`config.mk`:
```
export PLATFORM = sky130hd
export DESIGN_NAME = uart_tx_serializer_flat
export DESIGN_NICKNAME = d
export VERILOG_FILES = /design/src/rtl/uart_tx_serializer_if.sv /design/src/rtl/uart_tx_serializer.sv /design/src/flat_wrapper.sv
export SDC_FILE = /design/constraint.sdc
export NUM_CORES = 1
export LEC_CHECK = 0
export CORE_MARGIN = 1
export CORE_UTILIZATION = 50
export CTS_CLUSTER_DIAMETER = 40
export DETAILED_ROUTE_END_ITERATION = 6
export HOLD_SLACK_MARGIN = 0.12
export PLACE_DENSITY = 0.74
export SLEW_MARGIN = 5
export SYNTH_ARGS = -nofsm -noshare
export SYNTH_HDL_FRONTEND = slang
export SYNTH_SLANG_ARGS = --single-unit
```
`constraint.sdc`:
```
create_clock -name clk -period 4.1 [get_ports clk]
set_input_delay 0.41 -clock clk [delete_from_list [all_inputs] [get_ports clk]]
set_output_delay 0.41 -clock clk [all_outputs]
set_load 0.02 [all_outputs]
```
`src/rtl/uart_tx_serializer_if.sv`:
```
// ---------------------------------------------------------------------------
// uart_tx_serializer_if
// Bundles the serializer's load handshake and its transmit-side outputs.
//   load            : one-cycle request to send data_in
//   data_in         : byte to transmit, sampled on the accepted load edge
//   tx_out          : serial line, idle high
//   busy            : frame in progress
//   transmit_enable : high for every cycle of the data-bit phase
//   bit_count       : index of the data bit on tx_out, 0 outside data phase
//   char_sent       : one-cycle pulse when a frame completes
// Modports: master = message encoder / bench side, slave = serializer.
// ---------------------------------------------------------------------------
interface uart_tx_serializer_if #(
    parameter int DATA_BITS = 8
);
    logic                 load;
    logic [DATA_BITS-1:0] data_in;
    logic                 tx_out;
    logic                 busy;
    logic                 transmit_enable;
    logic [3:0]           bit_count;
    logic                 char_sent;

    modport master (
        output load,
        output data_in,
        input  tx_out,
        input  busy,
        input  transmit_enable,
        input  bit_count,
        input  char_sent
    );

    modport slave (
        input  load,
        input  data_in,
        output tx_out,
        output busy,
        output transmit_enable,
        output bit_count,
        output char_sent
    );
endinterface

```
`src/rtl/uart_tx_serializer.sv`:
```
// ---------------------------------------------------------------------------
// uart_tx_serializer
// Transmit-side UART serializer: accepts a byte on a load strobe and shifts
// out an 8N1 frame (start, data LSB first, stop) at CLKS_PER_BIT clocks per
// bit. Optional even-parity bit between data and stop when the macro
// UART_TX_PARITY_EN is defined (frame becomes 11 bits).
// Ports:
//   clk   : system clock, rising edge
//   reset : synchronous, active-high, dominant
//   bus   : uart_tx_serializer_if.slave (load, data_in, tx_out, busy,
//           transmit_enable, bit_count, char_sent)
// All outputs come straight from flops; next-state values are computed in
// one combinational process and the outputs are derived from the next state
// so they line up with the state register.
// ---------------------------------------------------------------------------
module uart_tx_serializer #(
    parameter int CLKS_PER_BIT = 5208,
    parameter int DATA_BITS    = 8
) (
    input  logic                   clk,
    input  logic                   reset,
    uart_tx_serializer_if.slave    bus
);

    localparam int DIV_W = $clog2(CLKS_PER_BIT);
    localparam logic [DIV_W-1:0] DIV_LAST = DIV_W'(CLKS_PER_BIT - 1);
    localparam logic [3:0]       LAST_BIT = 4'(DATA_BITS - 1);

    typedef enum logic [2:0] {
        IDLE   = 3'd0,
        START  = 3'd1,
        DATA   = 3'd2,
        PARITY = 3'd3,
        STOP   = 3'd4
    } state_t;

    state_t               state_q, state_d;
    logic [DIV_W-1:0]     div_q, div_d;
    logic [DATA_BITS-1:0] shift_q, shift_d;
    logic [3:0]           bit_cnt_q, bit_cnt_d;
    logic                 tx_q, tx_d;
    logic                 busy_q, busy_d;
    logic                 te_q, te_d;
    logic                 char_sent_q, char_sent_d;
    logic                 boundary;

`ifdef UART_TX_PARITY_EN
    // Even parity of the captured byte, held for the PARITY bit.
    logic                 parity_q, parity_d;
`endif

    assign boundary = (div_q == DIV_LAST);

    // Next-state logic
    always_comb begin
        state_d     = state_q;
        div_d       = div_q + 1'b1;
        shift_d     = shift_q;
        bit_cnt_d   = bit_cnt_q;
        char_sent_d = 1'b0;
`ifdef UART_TX_PARITY_EN
        parity_d    = parity_q;
`endif
        case (state_q)
            IDLE: begin
                div_d = '0;
                if (bus.load) begin
                    state_d = START;
                    shift_d = bus.data_in;
`ifdef UART_TX_PARITY_EN
                    parity_d = ^bus.data_in;
`endif
                end
            end
            START: begin
                if (boundary) begin
                    state_d = DATA;
                    div_d   = '0;
                end
            end
            DATA: begin
                if (boundary) begin
                    div_d   = '0;
                    shift_d = shift_q >> 1;
                    if (bit_cnt_q == LAST_BIT) begin
                        bit_cnt_d = '0;
`ifdef UART_TX_PARITY_EN
                        state_d   = PARITY;
`else
                        state_d   = STOP;
`endif
                    end else begin
                        bit_cnt_d = bit_cnt_q + 4'd1;
                    end
                end
            end
`ifdef UART_TX_PARITY_EN
            PARITY: begin
                if (boundary) begin
                    state_d = STOP;
                    div_d   = '0;
                end
            end
`endif
            STOP: begin
                if (boundary) begin
                    state_d     = IDLE;
                    div_d       = '0;
                    char_sent_d = 1'b1;
                end
            end
            default: begin
                state_d = IDLE;
                div_d   = '0;
            end
        endcase
    end

    // Output values for the cycle we are about to enter
    always_comb begin
        tx_d   = 1'b1;
        te_d   = 1'b0;
        busy_d = (state_d != IDLE);
        case (state_d)
            START: tx_d = 1'b0;
            DATA: begin
                // shift_d already holds the next bit at each boundary
                tx_d = shift_d[0];
                te_d = 1'b1;
            end
`ifdef UART_TX_PARITY_EN
            PARITY: tx_d = parity_d;
`endif
            default: tx_d = 1'b1;
        endcase
    end

    always_ff @(posedge clk) begin
        if (reset) begin
            state_q     <= IDLE;
            div_q       <= '0;
            shift_q     <= '0;
            bit_cnt_q   <= '0;
            tx_q        <= 1'b1;
            busy_q      <= 1'b0;
            te_q        <= 1'b0;
            char_sent_q <= 1'b0;
        end else begin
            state_q     <= state_d;
            div_q       <= div_d;
            shift_q     <= shift_d;
            bit_cnt_q   <= bit_cnt_d;
            tx_q        <= tx_d;
            busy_q      <= busy_d;
            te_q        <= te_d;
            char_sent_q <= char_sent_d;
        end
    end

`ifdef UART_TX_PARITY_EN
    always_ff @(posedge clk) begin
        if (reset) begin
            parity_q <= 1'b0;
        end else begin
            parity_q <= parity_d;
        end
    end
`endif

    assign bus.tx_out          = tx_q;
    assign bus.busy            = busy_q;
    assign bus.transmit_enable = te_q;
    assign bus.bit_count       = bit_cnt_q;
    assign bus.char_sent       = char_sent_q;

endmodule

```
`src/flat_wrapper.sv`:
```
// flat-port wrapper written by rule: the top's interface ports become plain ports
module uart_tx_serializer_flat 
#(
    parameter int CLKS_PER_BIT = 5208,
    parameter int DATA_BITS    = 8
)
  (clk, reset, bus_load, bus_data_in, bus_tx_out, bus_busy, bus_transmit_enable, bus_bit_count, bus_char_sent);
  uart_tx_serializer_if #(.DATA_BITS(DATA_BITS)) bus_i ();
  input  logic clk;
  input  logic reset;
  input wire logic [$bits(bus_i.load)-1:0] bus_load;
  input wire logic [$bits(bus_i.data_in)-1:0] bus_data_in;
  output wire logic [$bits(bus_i.tx_out)-1:0] bus_tx_out;
  output wire logic [$bits(bus_i.busy)-1:0] bus_busy;
  output wire logic [$bits(bus_i.transmit_enable)-1:0] bus_transmit_enable;
  output wire logic [$bits(bus_i.bit_count)-1:0] bus_bit_count;
  output wire logic [$bits(bus_i.char_sent)-1:0] bus_char_sent;
  assign bus_i.load = bus_load;
  assign bus_i.data_in = bus_data_in;
  assign bus_tx_out = bus_i.tx_out;
  assign bus_busy = bus_i.busy;
  assign bus_transmit_enable = bus_i.transmit_enable;
  assign bus_bit_count = bus_i.bit_count;
  assign bus_char_sent = bus_i.char_sent;
  uart_tx_serializer #(.CLKS_PER_BIT(CLKS_PER_BIT), .DATA_BITS(DATA_BITS)) u_core (.clk(clk), .reset(reset), .bus(bus_i));
endmodule
```
# Yosys cells after proc, flatten, opt, wreduce, memory -nomap -nowiden
# Cells that the tools add are included.
[totals] regBits=32
[op_classes] n_bitwise=2 addsub=2 n_mux=13 n_reduce_logical=8 eq_ne=9
[ops] cell="$mux 8" n=2
[ops] cell="$pmux 8 s2" n=1
[ops] cell="$mux 3" n=5
[ops] cell="$add 13x1->13 const B" n=1
[ops] cell="$eq 13x13->1 const B" n=1
[ops] cell="$pmux 3 s4" n=1
[ops] cell="$eq 3x1->1 const B" n=2
[ops] cell="$eq 3x2->1 const B" n=2
[ops] cell="$reduce_or 3->1" n=2
[ops] cell="$add 4x1->4 const B" n=1
[ops] cell="$eq 4x3->1 const B" n=1
[ops] cell="$mux 4" n=1
[ops] cell="$eq 3x3->1 const B" n=1
[ops] cell="$logic_not 3->1" n=1
[ops] cell="$reduce_and 3->1" n=1
[ops] cell="$reduce_bool 3->1" n=1
[ops] cell="$mux 1" n=2
[ops] cell="$ne 2x1->1 const B" n=1
[ops] cell="$ne 2x2->1 const B" n=1
[ops] cell="$not 1->1" n=2
[ops] cell="$pmux 1 s2" n=1
[ops] cell="$reduce_and 2->1" n=1
[ops] cell="$reduce_bool 2->1" n=1
[ops] cell="$reduce_or 2->1" n=1

# Longest topological paths before layout
[depth] depth_word=6 mapped_depth=7 ltp_nobuf=6

# Worst setup path after synthesis
# Ideal clock, no wire load.
[synth_path] kind="reg-to-reg" from="register u_core.div_q[0]" to="register u_core.bit_cnt_q[3] (netlist: u_core.bus.bit_count[3])" setup_time_ps=70 stages_incl_launch_ff=7 path_buffers=0 period_less_slack_ps=1716 slack_ps=2384 arrival_time_ps=1646 cell_sequence="dfxtp_1 ha_1 and4bb_1 and3_4 nand2_4 or4_1 a21oi_1"
[synth_between] elab_chain_cells=2
[synth_lines] element="start: declaration" line="uart_tx_serializer.sv:38" text="logic [DIV_W-1:0] div_q, div_d;"
[synth_lines] element="start signal: assignment" line="uart_tx_serializer.sv:150" text="div_q <= div_d;"
[synth_lines] element="$eq 13x13->1" line="uart_tx_serializer.sv:52" text="assign boundary = (div_q == DIV_LAST);"
[synth_lines] element="$reduce_and 2->1 (no line)"
[synth_lines] element="end signal: assignment" line="uart_tx_serializer.sv:152" text="bit_cnt_q <= bit_cnt_d;"
[synth_lines] element="end: declaration" line="uart_tx_serializer.sv:40" text="logic [3:0] bit_cnt_q, bit_cnt_d;"
# Every way passes these cells.
# A chain may end at the register's enable or synchronous reset.

# Final worst setup path
[layout_path] from="input port bus_load" to="register u_core.tx_q (netlist: u_core.bus.tx_out)"
[layout_between] elab_chain_cells=4
[layout_lines] element="start: declaration" line="flat_wrapper.sv:11" text="input wire logic [$bits(bus_i.load)-1:0] bus_load;"
[layout_lines] element="$mux 3" line="uart_tx_serializer.sv:67" text="if (bus.load) begin"
[layout_lines] element="$pmux 3 s4" line="uart_tx_serializer.sv:64" text="case (state_q)"
[layout_lines] element="$eq 3x2->1 / $eq 3x1->1 (equally long branches)" line="uart_tx_serializer.sv:124" text="case (state_d)"
[layout_lines] element="$pmux 1 s2 (*)" line="uart_tx_serializer.sv:124"
[layout_lines] element="end signal: assignment" line="uart_tx_serializer.sv:153" text="tx_q <= tx_d;"
[layout_lines] element="end: declaration" line="uart_tx_serializer.sv:41" text="logic tx_q, tx_d;"
# Every way passes the cells marked *; elsewhere a longest branch is shown, timed or not. The select of a mux whose other input is x is not followed.

==> flow_metrics.py <==
metrics = {
    "grt": {
        "grt_pass1_wl_um": 3880,
        "track_usage": 0.193,
        "antenna_found_initial": 0,
        "overflow": 0,
        "first_global_vias": 918,
        "grt_max_degree": 21,
    },
    "timing": {
        "setup_viol_count_final": 0,
        "final.min_clock_period_ns": 1.94,
        "relSlewSlack": 0.376,
        "max_slew.worst_pin.slew_ns": 0.934,
        "setup-tns-final_ns": 0,
        "rsz0062_at_grt": "false",
        "hold_viol": 0,
        "finClkSkew_ns": 0.0110,
        "fmax_mhz": 515,
        "period_share": 0.474,
        "slew_viol_final": 0,
        "fin_ws_ns": 2.16,
    },
    "setup_path": {
        "start_kind": "input pin",
        "crit_type": "input pin to flop",
        "crit_path_top_delay_cell": "nor4b_2",
        "cp.required_ns": 4.32,
        "crit_chain": "clkdlybuf4s50_1 -> nor4b_2 -> nand2b_1 -> o221ai_1 -> o21ai_1 -> nand3b_1",
        "end_kind": "flop",
        "max_stage_delay_ns": 0.74,
        "worst_ep_arrival_time_ns": 2.16,
        "path_max_fanout": 12,
    },
    "run": {
        "cap_violations": 0,
    },
    "run_status": {
        "outcome": "finished clean",
    },
    "routing": {
        "avgViaCountPerCell": 5.38,
        "vias": 1086,
        "routedWlPerCell_um": 12.0,
        "wl_um": 2420,
        "drt_iter0_markers": 30,
        "dr.pass1.iters": 4,
        "final_antenna_net_count": 0,
        "drc": 0,
    },
    "synth": {
        "synth_edf_count": 0,
        "synth_area_leaders": "dfxtp_1 47%, nor2_1 6.6%, nand2_1 5.2%, xor2_1 4.5%, a21oi_1 4.1%",
        "yosys.area.top_type": "dfxtp_1",
        "ys_warn_count": 0,
        "synth_cell_types": 36,
        "yosysTopAreaCellShare": 0.471,
        "yosysSeqAreaShare": 0.471,
        "netlist_instances": 151,
        "syn_avg_cell_area_um2": 9.00,
        "ys_seq_elements": 32,
        "synth_flop_cell": "dfxtp_1",
        "syn-cell-area_um2": 1360,
        "synth-async-reset-ratio": 0,
        "synthesis.nets": 164,
    },
    "power": {
        "p_sw_frac": 0.231,
        "power.leakage_nw": 0.584,
        "p_int_mw": 0.421,
        "total_power_mw": 0.547,
        "seqPwrFrac": 0.592,
        "p_per_area_nw_per_um2": 337,
        "p_sw_mw": 0.126,
        "peakVddDrop_mv": 0.235,
        "power_frac_comb": 0.072,
        "power_frac_clock": 0.335,
    },
    "floorplan": {
        "num_rows": 18,
        "ioPinCount": 19,
        "core_area_um2": 2520,
        "die-width_um": 54.1,
        "dieArea_um2": 2930,
        "die_y_um": 54.1,
        "start_util": 0.539,
    },
    "placed_design": {
        "dp_slack_ns": 1.81,
        "place_hpwl_um": 1790,
        "portBuffers": 18,
        "gp_congestion": 0.767,
        "dp_cells": 194,
    },
    "clock_tree": {
        "clock_tree.root_cell": "clkbuf_4",
        "clock_path_buffers": 2,
        "htreeDepth": 2,
        "hold_buffers": 0,
        "clk_pin_slew_ns": 0.10,
        "tritoncts": "built",
        "postCtsSetupBuffers": 0,
        "cts_buffers": 5,
        "cts.repair.resized": 0,
        "cts_sinks": 32,
        "clkLatencyLatePin_ns": 0.33,
    },
    "final_layout": {
        "fin_cells": 202,
        "drive_gt1_frac": 0.0930,
        "seqCellArea_um2": 641,
        "fin_util": 0.644,
        "fillers": 210,
        "antennaDiodeCount": 0,
        "syn_to_final_growth_pct": 19.5,
        "multi_input_area_um2": 697,
        "fin_nets": 184,
    },
    "worst_hold_path": {
        "hp-class": "flop to flop",
    },
}
## power groups by stage
stage                     sequential [mW]  combinational, mW  clock, mW
final                               0.324             0.0396      0.184
after global routing                0.325             0.0435      0.205
after detailed placement            0.331             0.0397          0
after CTS                           0.324             0.0401      0.194
after floorplan                     0.332             0.0211          0
after global placement              0.331             0.0388          0
## state kept, by name (all words and copies together) (netlist names)
signal	flops
u_core.bus.transmit_enable	1
u_core.state_q	3
u_core.bus.tx_out	1
u_core.bus.bit_count	4
u_core.shift_q	8
u_core.bus.char_sent	1
u_core.div_q	13
u_core.bus.busy	1
## critical path, delay by kind of cell
family                 cells  cell delay [ns]
AO/OA/AOI/OAI              2             0.28
AND/OR/NAND/NOR            3             1.02
buffers and inverters      1             0.44
## layout make-up
| cell class | count | area share |
|---|---|---|
| repair buffers | 18 | 0.111 |
| inverters | 2 | 0.00462 |
| clock inverters | 2 | 0.00616 |
| multi-input cells | 112 | 0.429 |
| flip-flops and latches | 32 | 0.394 |
| well taps | 30 | 0.0231 |
| clock buffers | 6 | 0.0316 |
## kinds of logic after synthesis
group                    Yosys count  share of synthesized area
AND/OR/NAND/NOR                   73                      0.298
buffers and inverters              7                     0.0203
AO/OA/AOI/OAI                     24                      0.108
XOR/XNOR                          13                     0.0838
adder cells (fa/ha/maj)            2                     0.0184
flip-flops                        32                      0.471
## stage by stage
step	hold WS, ns	instance area [um2]
finish	0.460	1620
global route	0.481	1620
CTS	0.465	1620
detailed placement	0.450	1560
global placement	0.442	1560
floorplan	0.430	1360
## synthesized netlist by cell type, types with 2 or more instances
master,number
dfxtp_1,32
nand2_1,19
a31oi_1,2
nand3_1,6
nand2b_1,2
clkbuf_1,4
nor3_1,2
nor2_1,24
a22oi_1,7
nand3b_1,2
inv_1,2
xnor2_1,6
and3_2,2
a21oi_1,11
xor2_1,7
ha_1,2
and3_1,2
## per-layer routing
| layer | vias to the layer above | track usage | wire length, um |
|---|---|---|---|
| met4 | 0 | 0.0769 | 44 |
| met5 | - | 0 | 0 |
| met1 | 499 | 0.226 | 1130 |
| met2 | 20 | 0.305 | 1130 |
| met3 | 7 | 0.0847 | 111 |
| li1 | 560 | - | - |
## worst paths after layout
check	from	endpoint	slack (ns)	depth (start not counted)
setup / recovery	bus_load	u_core.bus.tx_out	2.16	6
hold / removal	u_core.shift_q[3]	u_core.shift_q[3]	0.46	2
setup reg to reg	u_core.state_q[0]	u_core.bus.tx_out	2.19	5
hold reg to reg	u_core.shift_q[3]	u_core.shift_q[3]	0.46	2
## placed cells by master (no fill, tap or decap), types with 2 or more instances in the layout
| cell | instances |
|---|---|
| dfxtp_1 | 32 |
| nor2_1 | 24 |
| nand2_1 | 19 |
| clkdlybuf4s50_1 | 18 |
| a21oi_1 | 11 |
| xor2_1 | 7 |
| a22oi_1 | 7 |
| xnor2_1 | 6 |
| nand3_1 | 6 |
| clkbuf_4 | 5 |
| nand2b_1 | 2 |
| inv_1 | 2 |
| nor3_1 | 2 |
| and3_2 | 2 |
| and3_1 | 2 |
| a31oi_1 | 2 |
| nand3b_1 | 2 |
| ha_1 | 2 |
| clkinv_2 | 2 |
Power figures use the tool's default switching activity.
